### config.mk
export PLATFORM = sky130hd
export DESIGN_NAME = voice_allocator
export DESIGN_NICKNAME = d
export VERILOG_FILES = /design/src/rtl/CONFIG.sv /design/src/rtl/MIDI.sv /design/src/rtl/voice_select.sv /design/src/rtl/voice_allocator.sv
export SDC_FILE = /design/constraint.sdc
export NUM_CORES = 1
export LEC_CHECK = 0
export CAP_MARGIN = 20
export CORE_ASPECT_RATIO = 1.75
export CORE_UTILIZATION = 50
export CTS_BUF_LIST = sky130_fd_sc_hd__clkbuf_4 sky130_fd_sc_hd__clkbuf_8
export DETAILED_ROUTE_END_ITERATION = 12
export PLACE_DENSITY = 0.76
export SKIP_CTS_REPAIR_TIMING = 1
export SLEW_MARGIN = 20
export SYNTH_ARGS = -nofsm -noshare
export SYNTH_HDL_FRONTEND = slang
export SYNTH_SLANG_ARGS = --single-unit
### constraint.sdc
create_clock -name clock_50_000_000 -period 4.2 [get_ports clock_50_000_000]
set_input_delay 1.26 -clock clock_50_000_000 [delete_from_list [all_inputs] [get_ports clock_50_000_000]]
set_output_delay 1.26 -clock clock_50_000_000 [all_outputs]
set_load 0.01 [all_outputs]
### src/rtl/CONFIG.sv
// Shared synthesis configuration: voice count and per-voice state record.
package CONFIG;

    localparam int unsigned NUM_VOICES = 8;
    localparam int unsigned NOTE_W     = 7;
    localparam int unsigned VEL_W      = 7;
    // Rank field wide enough for the largest supported voice count (16).
    localparam int unsigned RANK_W     = 4;

    typedef struct packed {
        logic              active;
        logic              sustained;
        logic [NOTE_W-1:0] note;
        logic [VEL_W-1:0]  velocity;
        logic [RANK_W-1:0] rank;
    } voice_state_t;

endpackage

### src/rtl/MIDI.sv
// Shared MIDI message definitions used by the synthesis front end.
package MIDI;

    localparam int unsigned DATA_W = 7;

    typedef enum logic [3:0] {
        NOTE_OFF         = 4'h8,
        NOTE_ON          = 4'h9,
        POLY_PRESSURE    = 4'hA,
        CONTROL_CHANGE   = 4'hB,
        PROGRAM_CHANGE   = 4'hC,
        CHANNEL_PRESSURE = 4'hD,
        PITCH_BEND       = 4'hE,
        SYSTEM           = 4'hF
    } message_type_t;

    typedef struct packed {
        message_type_t     message_type;
        logic [DATA_W-1:0] data_byte1;
        logic [DATA_W-1:0] data_byte2;
    } message_t;

    localparam logic [DATA_W-1:0] SUSTAIN_CC       = 7'd64;
    localparam logic [DATA_W-1:0] ALL_NOTES_OFF_CC = 7'd123;

endpackage

### src/rtl/voice_select.sv
// Combinational voice search: note match, first free voice and oldest voice.
module voice_select #(
    parameter  int unsigned NUM_VOICES = CONFIG::NUM_VOICES,
    localparam int unsigned IDX_W      = $clog2(NUM_VOICES)
) (
    input  CONFIG::voice_state_t [NUM_VOICES-1:0] voices,
    input  logic [CONFIG::NOTE_W-1:0]              note,
    output logic [IDX_W-1:0]                       match_index,
    output logic                                   match_valid,
    output logic [IDX_W-1:0]                       free_index,
    output logic                                   free_valid,
    output logic [IDX_W-1:0]                       oldest_index
);

    localparam int unsigned RANK_W = CONFIG::RANK_W;

    // Scan high to low so the lowest matching index wins each search.
    always_comb begin
        match_index  = '0;
        match_valid  = 1'b0;
        free_index   = '0;
        free_valid   = 1'b0;
        oldest_index = '0;
        for (int i = NUM_VOICES - 1; i >= 0; i--) begin
            // Sustained voices are always active, so active covers both.
            if (voices[i].active && (voices[i].note == note)) begin
                match_index = IDX_W'(i);
                match_valid = 1'b1;
            end
            if (!voices[i].active) begin
                free_index = IDX_W'(i);
                free_valid = 1'b1;
            end
            if (voices[i].rank == RANK_W'(NUM_VOICES - 1)) begin
                oldest_index = IDX_W'(i);
            end
        end
    end

endmodule

### src/rtl/voice_allocator.sv
// Polyphonic voice allocator: maps MIDI note/sustain messages onto voices.
module voice_allocator
    import MIDI::*;
#(
    parameter int unsigned NUM_VOICES = CONFIG::NUM_VOICES
) (
    input  logic                                           clock_50_000_000,
    input  logic                                           reset_l,
    input  message_t                                       message,
    input  logic                                           message_ready,
    output logic [NUM_VOICES-1:0]                          voice_active,
    output logic [NUM_VOICES-1:0][CONFIG::NOTE_W-1:0]      voice_note,
    output logic [NUM_VOICES-1:0][CONFIG::VEL_W-1:0]       voice_velocity,
    output logic [NUM_VOICES-1:0]                          voice_trigger,
    output logic                                           message_dropped
);

    localparam int unsigned IDX_W  = $clog2(NUM_VOICES);
    localparam int unsigned RANK_W = CONFIG::RANK_W;

    typedef enum logic [1:0] {
        IDLE   = 2'd0,
        SEARCH = 2'd1,
        COMMIT = 2'd2
    } state_t;

    state_t state;
    state_t next_state;

    logic latch_c;
    logic capture_c;
    logic commit_c;
    logic drop_c;

    message_t msg_q;

    CONFIG::voice_state_t [NUM_VOICES-1:0] voices;
    CONFIG::voice_state_t [NUM_VOICES-1:0] voices_next;
    logic                                  sustain;
    logic                                  sustain_next;
    logic [NUM_VOICES-1:0]                 trigger_next;

    logic [IDX_W-1:0] sel_match_index;
    logic             sel_match_valid;
    logic [IDX_W-1:0] sel_free_index;
    logic             sel_free_valid;
    logic [IDX_W-1:0] sel_oldest_index;

    logic [IDX_W-1:0] match_index_q;
    logic             match_valid_q;
    logic [IDX_W-1:0] free_index_q;
    logic             free_valid_q;
    logic [IDX_W-1:0] oldest_index_q;

    logic              alloc;
    logic [IDX_W-1:0]  alloc_index;
    logic [RANK_W-1:0] old_rank;

    // State register.
    always_ff @(posedge clock_50_000_000 or negedge reset_l) begin
        if (!reset_l) begin
            state <= IDLE;
        end else begin
            state <= next_state;
        end
    end

    // Next-state logic: one search cycle and one commit cycle per message.
    always_comb begin
        next_state = state;
        case (state)
            IDLE:    if (message_ready) next_state = SEARCH;
            SEARCH:  next_state = COMMIT;
            COMMIT:  next_state = IDLE;
            default: next_state = IDLE;
        endcase
    end

    // FSM control decode; strobes arriving while busy are dropped.
    always_comb begin
        latch_c   = 1'b0;
        capture_c = 1'b0;
        commit_c  = 1'b0;
        drop_c    = 1'b0;
        case (state)
            IDLE:    latch_c = message_ready;
            SEARCH: begin
                capture_c = 1'b1;
                drop_c    = message_ready;
            end
            COMMIT: begin
                commit_c  = 1'b1;
                drop_c    = message_ready;
            end
            default: ;
        endcase
    end

    // Message latch, loaded only when the block accepts a strobe.
    always_ff @(posedge clock_50_000_000 or negedge reset_l) begin
        if (!reset_l) begin
            msg_q <= '{message_type: NOTE_OFF, data_byte1: '0, data_byte2: '0};
        end else if (latch_c) begin
            msg_q <= message;
        end
    end

    voice_select #(
        .NUM_VOICES (NUM_VOICES)
    ) u_select (
        .voices       (voices),
        .note         (msg_q.data_byte1),
        .match_index  (sel_match_index),
        .match_valid  (sel_match_valid),
        .free_index   (sel_free_index),
        .free_valid   (sel_free_valid),
        .oldest_index (sel_oldest_index)
    );

    // Capture search results so the commit cycle works from registers.
    always_ff @(posedge clock_50_000_000 or negedge reset_l) begin
        if (!reset_l) begin
            match_index_q  <= '0;
            match_valid_q  <= 1'b0;
            free_index_q   <= '0;
            free_valid_q   <= 1'b0;
            oldest_index_q <= '0;
        end else if (capture_c) begin
            match_index_q  <= sel_match_index;
            match_valid_q  <= sel_match_valid;
            free_index_q   <= sel_free_index;
            free_valid_q   <= sel_free_valid;
            oldest_index_q <= sel_oldest_index;
        end
    end

    // Voice update for the latched message; a retriggered note also becomes newest.
    always_comb begin
        voices_next  = voices;
        sustain_next = sustain;
        trigger_next = '0;
        alloc        = 1'b0;
        alloc_index  = '0;
        old_rank     = '0;
        case (msg_q.message_type)
            NOTE_ON: begin
                alloc = 1'b1;
                if (match_valid_q) begin
                    alloc_index = match_index_q;
                end else if (free_valid_q) begin
                    alloc_index = free_index_q;
                end else begin
                    alloc_index = oldest_index_q;
                end
            end
            NOTE_OFF: begin
                if (match_valid_q) begin
                    if (sustain) begin
                        voices_next[match_index_q].sustained = 1'b1;
                    end else begin
                        voices_next[match_index_q].active = 1'b0;
                    end
                end
            end
            CONTROL_CHANGE: begin
                if (msg_q.data_byte1 == SUSTAIN_CC) begin
                    if (msg_q.data_byte2[6]) begin
                        sustain_next = 1'b1;
                    end else begin
                        sustain_next = 1'b0;
                        for (int i = 0; i < NUM_VOICES; i++) begin
                            if (voices[i].sustained) begin
                                voices_next[i].active    = 1'b0;
                                voices_next[i].sustained = 1'b0;
                            end
                        end
                    end
                end else if (msg_q.data_byte1 == ALL_NOTES_OFF_CC) begin
                    for (int i = 0; i < NUM_VOICES; i++) begin
                        voices_next[i].active    = 1'b0;
                        voices_next[i].sustained = 1'b0;
                    end
                end
            end
            default: ;
        endcase
        if (alloc) begin
            old_rank = voices[alloc_index].rank;
            for (int i = 0; i < NUM_VOICES; i++) begin
                if (IDX_W'(i) == alloc_index) begin
                    voices_next[i].rank = '0;
                end else if (voices[i].rank < old_rank) begin
                    voices_next[i].rank = voices[i].rank + RANK_W'(1);
                end
            end
            voices_next[alloc_index].active    = 1'b1;
            voices_next[alloc_index].sustained = 1'b0;
            voices_next[alloc_index].note      = msg_q.data_byte1;
            voices_next[alloc_index].velocity  = msg_q.data_byte2;
            trigger_next[alloc_index]          = 1'b1;
        end
    end

    // Voice state and sustain pedal; reset gives voice i rank i.
    always_ff @(posedge clock_50_000_000 or negedge reset_l) begin
        if (!reset_l) begin
            for (int i = 0; i < NUM_VOICES; i++) begin
                voices[i] <= '{active: 1'b0, sustained: 1'b0, note: '0,
                               velocity: '0, rank: RANK_W'(i)};
            end
            sustain <= 1'b0;
        end else if (commit_c) begin
            voices  <= voices_next;
            sustain <= sustain_next;
        end
    end

    // Registered pulses: trigger after commit, dropped after a busy strobe.
    always_ff @(posedge clock_50_000_000 or negedge reset_l) begin
        if (!reset_l) begin
            voice_trigger   <= '0;
            message_dropped <= 1'b0;
        end else begin
            voice_trigger   <= commit_c ? trigger_next : '0;
            message_dropped <= drop_c;
        end
    end

    for (genvar g = 0; g < NUM_VOICES; g++) begin : g_out
        assign voice_active[g]   = voices[g].active;
        assign voice_note[g]     = voices[g].note;
        assign voice_velocity[g] = voices[g].velocity;
    end

endmodule

==> results.cfg <==
[cts]
cts_tree = yes
clk_path_buf_depth = 3
cts_root_buffer = clkbuf_8
htreeDepth = 1
clk_pin_slew_ns = 0.07
cts_made_buffers = 30
clk-insertion-delay-late_ns = 0.57
clkSinkCount = 201

[logic_synthesis]
yosys.area.top_type = dfrtp_1
yosys.area_share.xor_xnor_pct = 4.34
syn_avg_cell_area_um2 = 9.91
netlist.area_leader.share_pct = 41.6
synth_top_flop_cell = dfrtp_1
yosys.area_share.adder_pct = 4.10
synthArstFlopShare_pct = 100
synth-edff-count = 0
yosysUniqueCellTypes = 72
synth_fp_nets = 1198
ys_seq_area_share_pct = 44.7
synthMuxAreaShare_pct = 10.2
synth-seq-cells = 201
synth_area_mm2 = 0.0113
ys_warn_count = 0
synth_top_family_by_area = simple AND/OR/NAND/NOR gates
yosys.area_share.simple_pct = 14.1
netlist_instances = 1140
synth_compound_area_share_pct = 11.4
synthTopCellsByArea = dfrtp_1 42%, mux2_2 9.8%, buf_4 8.2%

[floorplan]
start_util_pct = 51.0
ios = 150
die_w_um = 116
num_rows = 72
die_area_mm2 = 0.0232
core-area_mm2 = 0.0222
fp.dieH_um = 201

[worst_setup_path]
r2r_slack_ns = 0.65
r2r_end = voices[23]$_DFFE_PN0P_
crit_type = register to register
cp-endpoint = voices[23]$_DFFE_PN0P_
slowest_delay_ns = 0.47
cp_cell_sequence = mux2i_2 > o211ai_1 > or2_2 > o22ai_1 > a211oi_1 > a21oi_1 > buf_4 > ha_1 > o21ai_0 > nand2b_1 > a21oi_1 > nand4_1 > or4_1 > o21ai_0
reg2reg_from = free_valid_q$_DFFE_PN0N_
critPathLaunchType = register
cp-end-kind = register
arrival_ns = 4.04
critPathRequiredTime_ns = 4.69
worstSetupStartpoint = free_valid_q$_DFFE_PN0N_
path_max_fanout = 8
reg2regPathDepth = 14
slowest_stage = dfrtp_1

[global_route]
grt_pass1_vias = 8674
track_usage_pct = 26.9
grt_pass1_wl_um = 47800
antenna_found_initial = 0
overflow = 0
grt_max_degree = 79

[layout]
multiInputGateArea_mm2 = 0.00498
fill_cells = 1955
nets = 1229
fin_cells = 1489
drive_above_1_share_pct = 17.6
syn_to_final_growth_pct = 14.1
ff_latch_area_mm2 = 0.00505
n_antenna_cell = 0

[power_and_ir_drop]
p_leak_uw = 0.00586
peakVddDrop_mv = 0.432
cellPowerDensity_mw_per_mm2 = 548

[status]
status = finished clean

[drt]
drtIter0Drc = 552
ant_nets = 0
drt_wl_total_um = 30300
drt_pass1_iterations = 5
via_per_inst = 5.71
avgRoutedWirePerCell_um = 20.3
vias = 8502
route.detailed.drc = 0

[timing]
timing.fmax_mhz = 282
max_slew.worst_pin.slew_ns = 1.00
hold_viol = 0
fin_skew_ns = 0.0241
drv_slew = 0
setup_viol = 0
slew_headroom_pct = 33.1
fin_crit_sh_pct = 84.5
tns_ns = 0
grt_setup_unrepaired = false
period_needed_ns = 3.55

[worst_hold_path]
hp-class = register to register

[place]
placedCellCount = 1435
dp.final_hpwl_um = 22000
port_buffers = 149
globalplace.congestion = 0.948

[flow_run]
max_cap_viol_count = 0
==> state kept, by name, summed over array words and instances (netlist names) <==
name,cells
free_index_q,3
free_valid_q,1
match_index_q,3
match_valid_q,1
message_dropped,1
msg_q,18
oldest_index_q,3
state,2
sustain,1
voice_active,8
voice_note,56
voice_trigger,8
voice_velocity,56
voices,40
==> per-stage QoR <==
| step | worst slack, ns | util (%) | instance area [µm²] | hold slack (ns) | power, µW |
|---|---|---|---|---|---|
| 2_1_floorplan | 0.544 | - | 11300 | 0.447 | 4580 |
| 3_3_place_gp | 0.807 | 55.2 | 12200 | 0.457 | 5260 |
| 3_5_place_dp | 0.702 | 55.2 | 12200 | 0.462 | 5320 |
| 4_1_cts | 0.692 | 58.1 | 12900 | 0.479 | 7080 |
| 5_1_grt | 0.244 | 58.1 | 12900 | 0.500 | 7410 |
| 6_report | 0.651 | 58.1 | 12900 | 0.479 | 7060 |
==> critical path, delay by kind of cell (launching register included) <==
family	cells	cell delay [ns]
buffers and inverters	1	0.20
and+or+nand+nor	4	1.05
adders and majority gates	1	0.25
AOI/OAI and AO/OA	7	1.12
DFF	1	0.47
muxes	1	0.39
==> cells by family (layout without fill, tap and decap cells) <==
family | Yosys count | after routing
fa+ha+maj | 37 | 37
simple gates | 337 | 337
compound gates | 199 | 199
flops | 201 | 201
buf+inv | 208 | 261
mux | 102 | 102
xor+xnor | 56 | 56
==> synth_stat cells, drive strengths merged, types with 3 or more instances <==
library cell / instances
nand2: 174
a22o: 3
o211ai: 7
or4: 3
nand3b: 3
or3: 5
a211oi: 9
nand4: 22
nor2b: 4
nand2b: 16
a21oi: 42
o31ai: 4
ha: 37
nor4: 7
nand3: 21
o211a: 3
a31oi: 12
or2: 4
a32o: 6
nor3: 13
and3: 12
dfrtp: 188
o21a: 5
a311oi: 3
mux2: 100
nor3b: 3
buf: 138
clkbuf: 36
inv: 33
xnor2: 49
o21ai: 61
dfstp: 13
o22ai: 21
a21o: 9
xor2: 7
nor2: 42
==> power breakdown <==
part	internal, µW	leakage (µW)	switching, µW
clock	974	0.000357	771
combinational	1230	0.00281	1190
sequential	2340	0.00269	543
total	4550	0.00586	2510
==> per-layer routing <==
metal	part of all wire [%]	wire (µm)	track usage, %
met5	0	0	0
met4	5.5	1660	15.1
met3	4.6	1380	4.32
met2	54	16500	49.3
met1	36	10800	28.4
==> worst min-delay path by stage <==
stage	start	to	slack, ns	depth (start not counted)
4_1_cts	voice_velocity[24]$_DFFE_PN0P_	voice_velocity[24]$_DFFE_PN0P_	0.48	2
2_1_floorplan	voice_velocity[21]$_DFFE_PN0P_	voice_velocity[21]$_DFFE_PN0P_	0.45	2
3_3_place_gp	voice_velocity[44]$_DFFE_PN0P_	voice_velocity[44]$_DFFE_PN0P_	0.46	2
5_1_grt	voice_velocity[43]$_DFFE_PN0P_	voice_velocity[43]$_DFFE_PN0P_	0.50	2
3_5_place_dp	voice_velocity[43]$_DFFE_PN0P_	voice_velocity[43]$_DFFE_PN0P_	0.46	2
6_report	voice_velocity[18]$_DFFE_PN0P_	voice_velocity[18]$_DFFE_PN0P_	0.48	2
==> placed cells by master (no fill, tap or decap), types with 32 or more instances in the layout <==
master           Yosys  routed
a21oi_1             42      42
clkbuf_8             0      38
clkdlybuf4s50_1      0     148
dfrtp_1            188     188
ha_1                37      37
inv_1               32      32
mux2_2              98      98
nand2_1            172     172
nor2_1              40      39
o21ai_0             54      54
xnor2_1             49      49
==> area by class of cell <==
type | count | area share [%]
Timing Repair Buffer | 173 | 13.2
Tap cell | 296 | 2.87
Clock inverter | 11 | 0.845
Clock buffer | 43 | 4.30
Inverter | 34 | 0.990
Sequential cell | 201 | 39.2
Multi-Input combinational cell | 731 | 38.6
No activity file was read; power rests on OpenSTA's default activity.
